--- src/rtl/fpu_pkg.sv ---
// Shared FPU datapath types and widths.
// Holds default widths and the normalizer stage payload.
package fpu_pkg;

  localparam int MW = 24;
  localparam int EW = 8;
  localparam int TW = 4;
  localparam int CW = $clog2(MW + 1);

  typedef struct packed {
    logic          sign;
    logic [EW-1:0] exp;
    logic [MW-1:0] mant;
    logic [TW-1:0] tag;
    logic [CW-1:0] lzc;
    logic [EW-1:0] max_shift;
  } stage_t;

endpackage

--- src/rtl/lzc_tree.sv ---
// Combinational leading-zero counter: 8-bit leaves plus a merge.
// Ports: mant (W bits) in, cnt (0..W) out.
module lzc_tree #(
  parameter int W  = 24,
  parameter int CW = $clog2(W + 1)
) (
  input  logic [W-1:0]  mant,
  output logic [CW-1:0] cnt
);

  localparam int NL = (W + 7) / 8;
  localparam int PW = NL * 8;

  function automatic logic [3:0] lzc8(
    input logic [7:0] b
  );
    logic [3:0] r;
    r = 4'd8;
    for (int i = 0; i < 8; i++)
      if (b[i]) r = 4'(7 - i);
    return r;
  endfunction

  // zero padding sits below the lsb so it
  // never shortens a nonzero count
  logic [PW-1:0] pad;
  assign pad = PW'(mant) << (PW - W);

  logic [3:0] leaf [NL];

  for (genvar g = 0; g < NL; g++) begin : g_leaf
    assign leaf[g] = lzc8(pad[PW-1-8*g -: 8]);
  end

  logic found;

  always_comb begin
    cnt   = CW'(W);
    found = 1'b0;
    for (int g = 0; g < NL; g++) begin
      if (!found && leaf[g] != 4'd8) begin
        cnt   = CW'(8 * g + int'(leaf[g]));
        found = 1'b1;
      end
    end
  end

endmodule

--- src/rtl/fp_norm_pipe.sv ---
// Two-stage post-normalizer: lzc, left shift, exponent adjust.
// in_* / out_* valid-ready beats; sign and tag pass through.
module fp_norm_pipe
  import fpu_pkg::*;
(
  input  logic          clk,
  input  logic          rst_n,
  input  logic          in_valid,
  output logic          in_ready,
  input  logic          in_sign,
  input  logic [EW-1:0] in_exp,
  input  logic [MW-1:0] in_mant,
  input  logic [TW-1:0] in_tag,
  output logic          out_valid,
  input  logic          out_ready,
  output logic          out_sign,
  output logic [EW-1:0] out_exp,
  output logic [MW-1:0] out_mant,
  output logic [TW-1:0] out_tag,
  output logic          out_zero,
  output logic          out_tiny
);

  logic   s1_valid;
  logic   s2_valid;
  stage_t s1_q;
  stage_t s1_d;
  logic   s2_load;

  logic [CW-1:0] lzc_in;

  lzc_tree #(
    .W  (MW),
    .CW (CW)
  ) u_lzc (
    .mant (in_mant),
    .cnt  (lzc_in)
  );

  assign s2_load   = !s2_valid || out_ready;
  assign in_ready  = !s1_valid || s2_load;
  assign out_valid = s2_valid;

  always_comb begin
    s1_d      = '0;
    s1_d.sign = in_sign;
    s1_d.exp  = in_exp;
    s1_d.mant = in_mant;
    s1_d.tag  = in_tag;
    s1_d.lzc  = lzc_in;
    s1_d.max_shift = (in_exp == '0)
      ? '0 : in_exp - EW'(1);
  end

  always_ff @(posedge clk or negedge rst_n) begin
    if (!rst_n) begin
      s1_valid <= 1'b0;
      s1_q     <= '0;
    end else if (in_ready) begin
      s1_valid <= in_valid;
      if (in_valid) s1_q <= s1_d;
    end
  end

  logic [EW:0]   lzc_x;
  logic [EW:0]   max_x;
  logic [CW-1:0] sh;
  logic          mz;
  logic [EW-1:0] n_exp;
  logic [MW-1:0] n_mant;
  logic          n_zero;
  logic          n_tiny;

  always_comb begin
    lzc_x  = {{(EW+1-CW){1'b0}}, s1_q.lzc};
    max_x  = {1'b0, s1_q.max_shift};
    mz     = (s1_q.mant == '0);
    sh     = '0;
    n_exp  = '0;
    n_mant = '0;
    n_zero = 1'b0;
    n_tiny = 1'b0;
    unique case (1'b1)
      mz: n_zero = 1'b1;
      (!mz && lzc_x <= max_x): begin
        sh     = s1_q.lzc;
        n_exp  = s1_q.exp - EW'(s1_q.lzc);
        n_mant = s1_q.mant << sh;
      end
      // here max_shift < lzc <= MW, so it fits in CW
      (!mz && lzc_x > max_x): begin
        sh     = s1_q.max_shift[CW-1:0];
        n_tiny = 1'b1;
        n_mant = s1_q.mant << sh;
      end
      default: ;
    endcase
  end

  always_ff @(posedge clk or negedge rst_n) begin
    if (!rst_n) begin
      s2_valid <= 1'b0;
      out_sign <= 1'b0;
      out_exp  <= '0;
      out_mant <= '0;
      out_tag  <= '0;
      out_zero <= 1'b0;
      out_tiny <= 1'b0;
    end else if (s2_load) begin
      s2_valid <= s1_valid;
      if (s1_valid) begin
        out_sign <= s1_q.sign;
        out_exp  <= n_exp;
        out_mant <= n_mant;
        out_tag  <= s1_q.tag;
        out_zero <= n_zero;
        out_tiny <= n_tiny;
      end
    end
  end

endmodule

--- config.mk ---
export PLATFORM = sky130hd
export DESIGN_NAME = fp_norm_pipe
export DESIGN_NICKNAME = d
export VERILOG_FILES = /design/src/rtl/fpu_pkg.sv /design/src/rtl/lzc_tree.sv /design/src/rtl/fp_norm_pipe.sv
export SDC_FILE = /design/constraint.sdc
export NUM_CORES = 1
export LEC_CHECK = 0
export ABC_AREA = 1
export ABC_CLOCK_PERIOD_IN_PS = 2700
export CAP_MARGIN = 20
export CORE_ASPECT_RATIO = 0.8
export CORE_MARGIN = 2
export CORE_UTILIZATION = 61
export DETAILED_ROUTE_END_ITERATION = 10
export DONT_BUFFER_PORTS = 1
export HOLD_SLACK_MARGIN = 0.1
export MAX_ROUTING_LAYER = met4
export PLACE_DENSITY = 0.77
export REMOVE_ABC_BUFFERS = 1
export SETUP_SLACK_MARGIN = 0.4
export SLEW_MARGIN = 20
export SYNTH_ARGS = -nofsm -noshare
export SYNTH_HDL_FRONTEND = slang
export SYNTH_SLANG_ARGS = --single-unit
--- constraint.sdc ---
create_clock -name clk -period 2.7 [get_ports clk]
set_input_delay 0.675 -clock clk [delete_from_list [all_inputs] [get_ports clk]]
set_output_delay 0.675 -clock clk [all_outputs]
set_load 0.05 [all_outputs]
==> results.yml, run 1 <==
setup_path:
  r2r_slack_ps: 100
  cp-startpoint: "max_x[4]$_DFFE_PN0P_"
  crit_slowest_cell: "dfrtp_1"
  required_ps: 2940
  worst_path_most_repeated_cell: "nand2_1"
  r2r-end: "out_mant[23]$_DFFE_PN0P_"
  rr_startpoint: "max_x[4]$_DFFE_PN0P_"
  cp-end-kind: "register"
  setup.worst_path.start_class: "register"
  cp_cell_sequence: "inv_1 -> ha_1 -> nand2_1 -> nor2_2 -> nand2_1 -> nand2_2 -> nand3_4 -> buf_6 -> o21ai_4 -> buf_6 -> buf_16 -> nand3_4 -> nand3_2 -> nand2_2 -> nand3_2 -> nand2_1 -> nand2_1 -> nand2_1"
  crit_type: "register to register"
  r2r_cells: 18
  arrival_ps: 2850
  critPathMaxStageDelay_ps: 320
  cp-endpoint: "out_mant[23]$_DFFE_PN0P_"
  worstPathMaxFanout: 6
global_route:
  grt_pass1_wl_mm: 25.0
  grt_max_degree: 92
  grt_pass1_vias: 4941
  grt.overflow.total: 0
  track_usage_pct: 34.6
  antenna_found_initial: 0
synth:
  ys_ff_latch: 91
  ys_seq_area_share_pct: 41.4
  synth_area_leaders: "dfrtp_1 (41%), nand2_1 (15%), nand3_1 (12%)"
  synth_top_cell_by_area: "dfrtp_1"
  synth_top_area_share_pct: 41.4
  synth_edf_count: 0
  syn_inst: 740
  syn_area_mm2: 0.00550
  yosys_warnings: 0
  async_flop_share_pct: 100
  synthFlopType: "dfrtp_1"
  syn_area_per_cell_um2: 7.44
  ys_types: 42
layout:
  n_antenna_cell: 0
  fin_util_pct: 82.8
  fin_cells: 889
  layout_common_cells: "nand2_1 (192), dfrtp_1 (90), nand3_2 (73)"
  syn_to_final_growth_pct: 29.9
  num-nets-final: 825
  drive_above_1_share_pct: 30.0
  final_common_cell: "nand2_1"
power:
  p_leak_nw: 3.41
  power.total_mw: 6.56
  vdd_drop_max_v: 0.000682
  p_per_area_mw_per_mm2: 918
placement:
  post-place-ws_ps: 22.8
  hpwl_mm: 10.7
  placedCellCount: 835
  port-buffer-count: 0
  place_congestion: 0.999
route:
  wl_mm: 18.0
  drtIter0Drc: 597
  first_pass_iters: 6
  post_drt_wl_per_cell_um: 20.2
  vias: 5727
  drc: 0
  vias_per_cell: 6.44
  postRouteAntennaNets: 0
floorplan:
  io_pins: 82
  die_w_um: 110
  dieArea_mm2: 0.00980
  coreArea_mm2: 0.00863
  start_util_pct: 63.8
  rows: 30
  die_y_um: 89.0
timing:
  hold_violations: 0
  setup_viol: 0
  rsz0062_at_grt: "yes"
  finClkSkew_ps: 7.08
  min_period_ps: 2600
  min_period_over_period_pct: 96.4
  setup_slack_ps: 97.1
  timing.fmax_mhz: 384
  slew_headroom_pct: 53.1
  holdWs_ps: 17.1
  tightest_slew_ps: 703
  slew_violations: 0
clock_network:
  clk_pin_slew_worst_paths_ps: 70
  htree_levels: 3
  tritoncts: "built"
  numCtsBuffers: 9
  cts_max_path_buffers: 2
  cts_root_buf: "clkbuf_16"
  clk_latency_ps: 350
  clock-sinks: 91
outcome:
  outcome: "finished, final reports clean"
run:
  drv_cap: 0
hold_path:
  hp-class: "primary input to async pin"
-- metrics by stage --
| stage | setup TNS [ps] | cell area [um2] |
|---|---|---|
| 2_1_floorplan | -16760 | 5290 |
| 3_3_place_gp | 0 | 5570 |
| 3_5_place_dp | 0 | 5570 |
| 4_1_cts | 0 | 6300 |
| 5_1_grt | -31.3 | 7150 |
| 6_report | 0 | 7150 |
-- critical path: cells and delay by family, from the launching register on --
family / cells / cell delay (ps)
compound gates: 1 / 210
fa+ha+maj: 1 / 290
buf+inv: 4 / 570
flops: 1 / 320
simple gates: 12 / 1070
-- cell type report --
class	instances	area [um2]
Clock buffer	10	239
Clock inverter	6	95.1
Fill cell	506	1490
Inverter	63	249
Multi-Input combinational cell	555	3560
Sequential cell	91	2280
Tap cell	112	140
Timing Repair Buffer	52	588
-- timing repair --
| item | 4_1_cts | 5_1_grt |
|---|---|---|
| endpoints found under the hold margin | 91 | 91 |
| gates resized for setup | 46 | 147 |
| pin swaps | 22 | 56 |
| setup endpoints to repair | 24 | 25 |
| gates cloned | 5 | 2 |
| buffers inserted | 12 | 19 |
-- worst min path at each step --
| stage | end | from | cells past startpoint | slack (ps) |
|---|---|---|---|---|
| final | out_tag[1]$_DFFE_PN0P_ | rst_n | 0 | 20 |
| after global routing | s1_valid$_DFFE_PN0N_ | rst_n | 0 | 6 |
| after CTS | out_mant[14]$_DFFE_PN0P_ | rst_n | 0 | 10 |
| after detailed placement | out_tag[3]$_DFFE_PN0P_ | rst_n | 0 | 380 |
| after global placement | out_tag[3]$_DFFE_PN0P_ | rst_n | 0 | 380 |
| after floorplan | lzc_x[0]$_DFFE_PN0P_ | rst_n | 0 | 380 |
-- cells in the mapped netlist (3+ instances only) --
cell type and n:
nor4_1 6, dfrtp_1 91, xor2_1 7, nand2_1 223
o21ai_0 58, nand4_1 7, nand3_2 3, o22ai_1 5
a21oi_1 14, nor3_1 9, buf_6 7, o21ai_1 12
nand2_2 6, ha_1 11, inv_1 58, buf_4 5
o21ai_4 4, nand3_1 135, clkbuf_1 13, inv_2 4
buf_2 5, xnor2_1 4, nor2_1 30
-- cell families (layout without fill, tap and decap cells) --
kind of cell	after synthesis	after routing	share of synthesized area, %
AO/OA/AOI/OAI	103	103	11.0
XOR/XNOR	11	11	1.75
adder cells (fa/ha/maj)	12	12	2.86
buffers and inverters	95	131	8.23
flip-flops	91	91	41.4
AND/OR/NAND/NOR	428	429	34.8
-- state kept, by name, summed over array words and instances (netlist names) --
signal and flops:
out_tag 4, out_valid 1, out_mant 24, s1_q 37
s1_valid 1, lzc_x 5, out_zero 1, max_x 8
out_exp 8, out_tiny 1, out_sign 1
-- report_power, final --
part           switching (mW)  internal, mW  total, mW
logic                    1.35         0.862       2.21
registers                1.23          1.70       2.93
clock network           0.570         0.847       1.42
total                    3.15          3.41       6.56
-- layer usage --
layer,GRT usage (%),part of all wire [%],up-vias
li1,-,-,2534
met1,47.3,39,2731
met2,53.3,47,390
met3,8.60,11,72
met4,6.59,3.1,0
met5,-,0,-
Note: power is estimated with default switching activity, not from simulation.
==> run 2, diff against run 1 <==
Settings changed: CTS_CLUSTER_SIZE set to 14.
==> results of run 2 <==
Same layout as run 1: the final DEF is identical, and so are final timing and power.
==> run 3, diff against run 2 <==
Settings changed: CTS_CLUSTER_SIZE 14 to 24.
==> results of run 3 <==
Same layout as run 1: the final DEF is identical, and so are final timing and power.
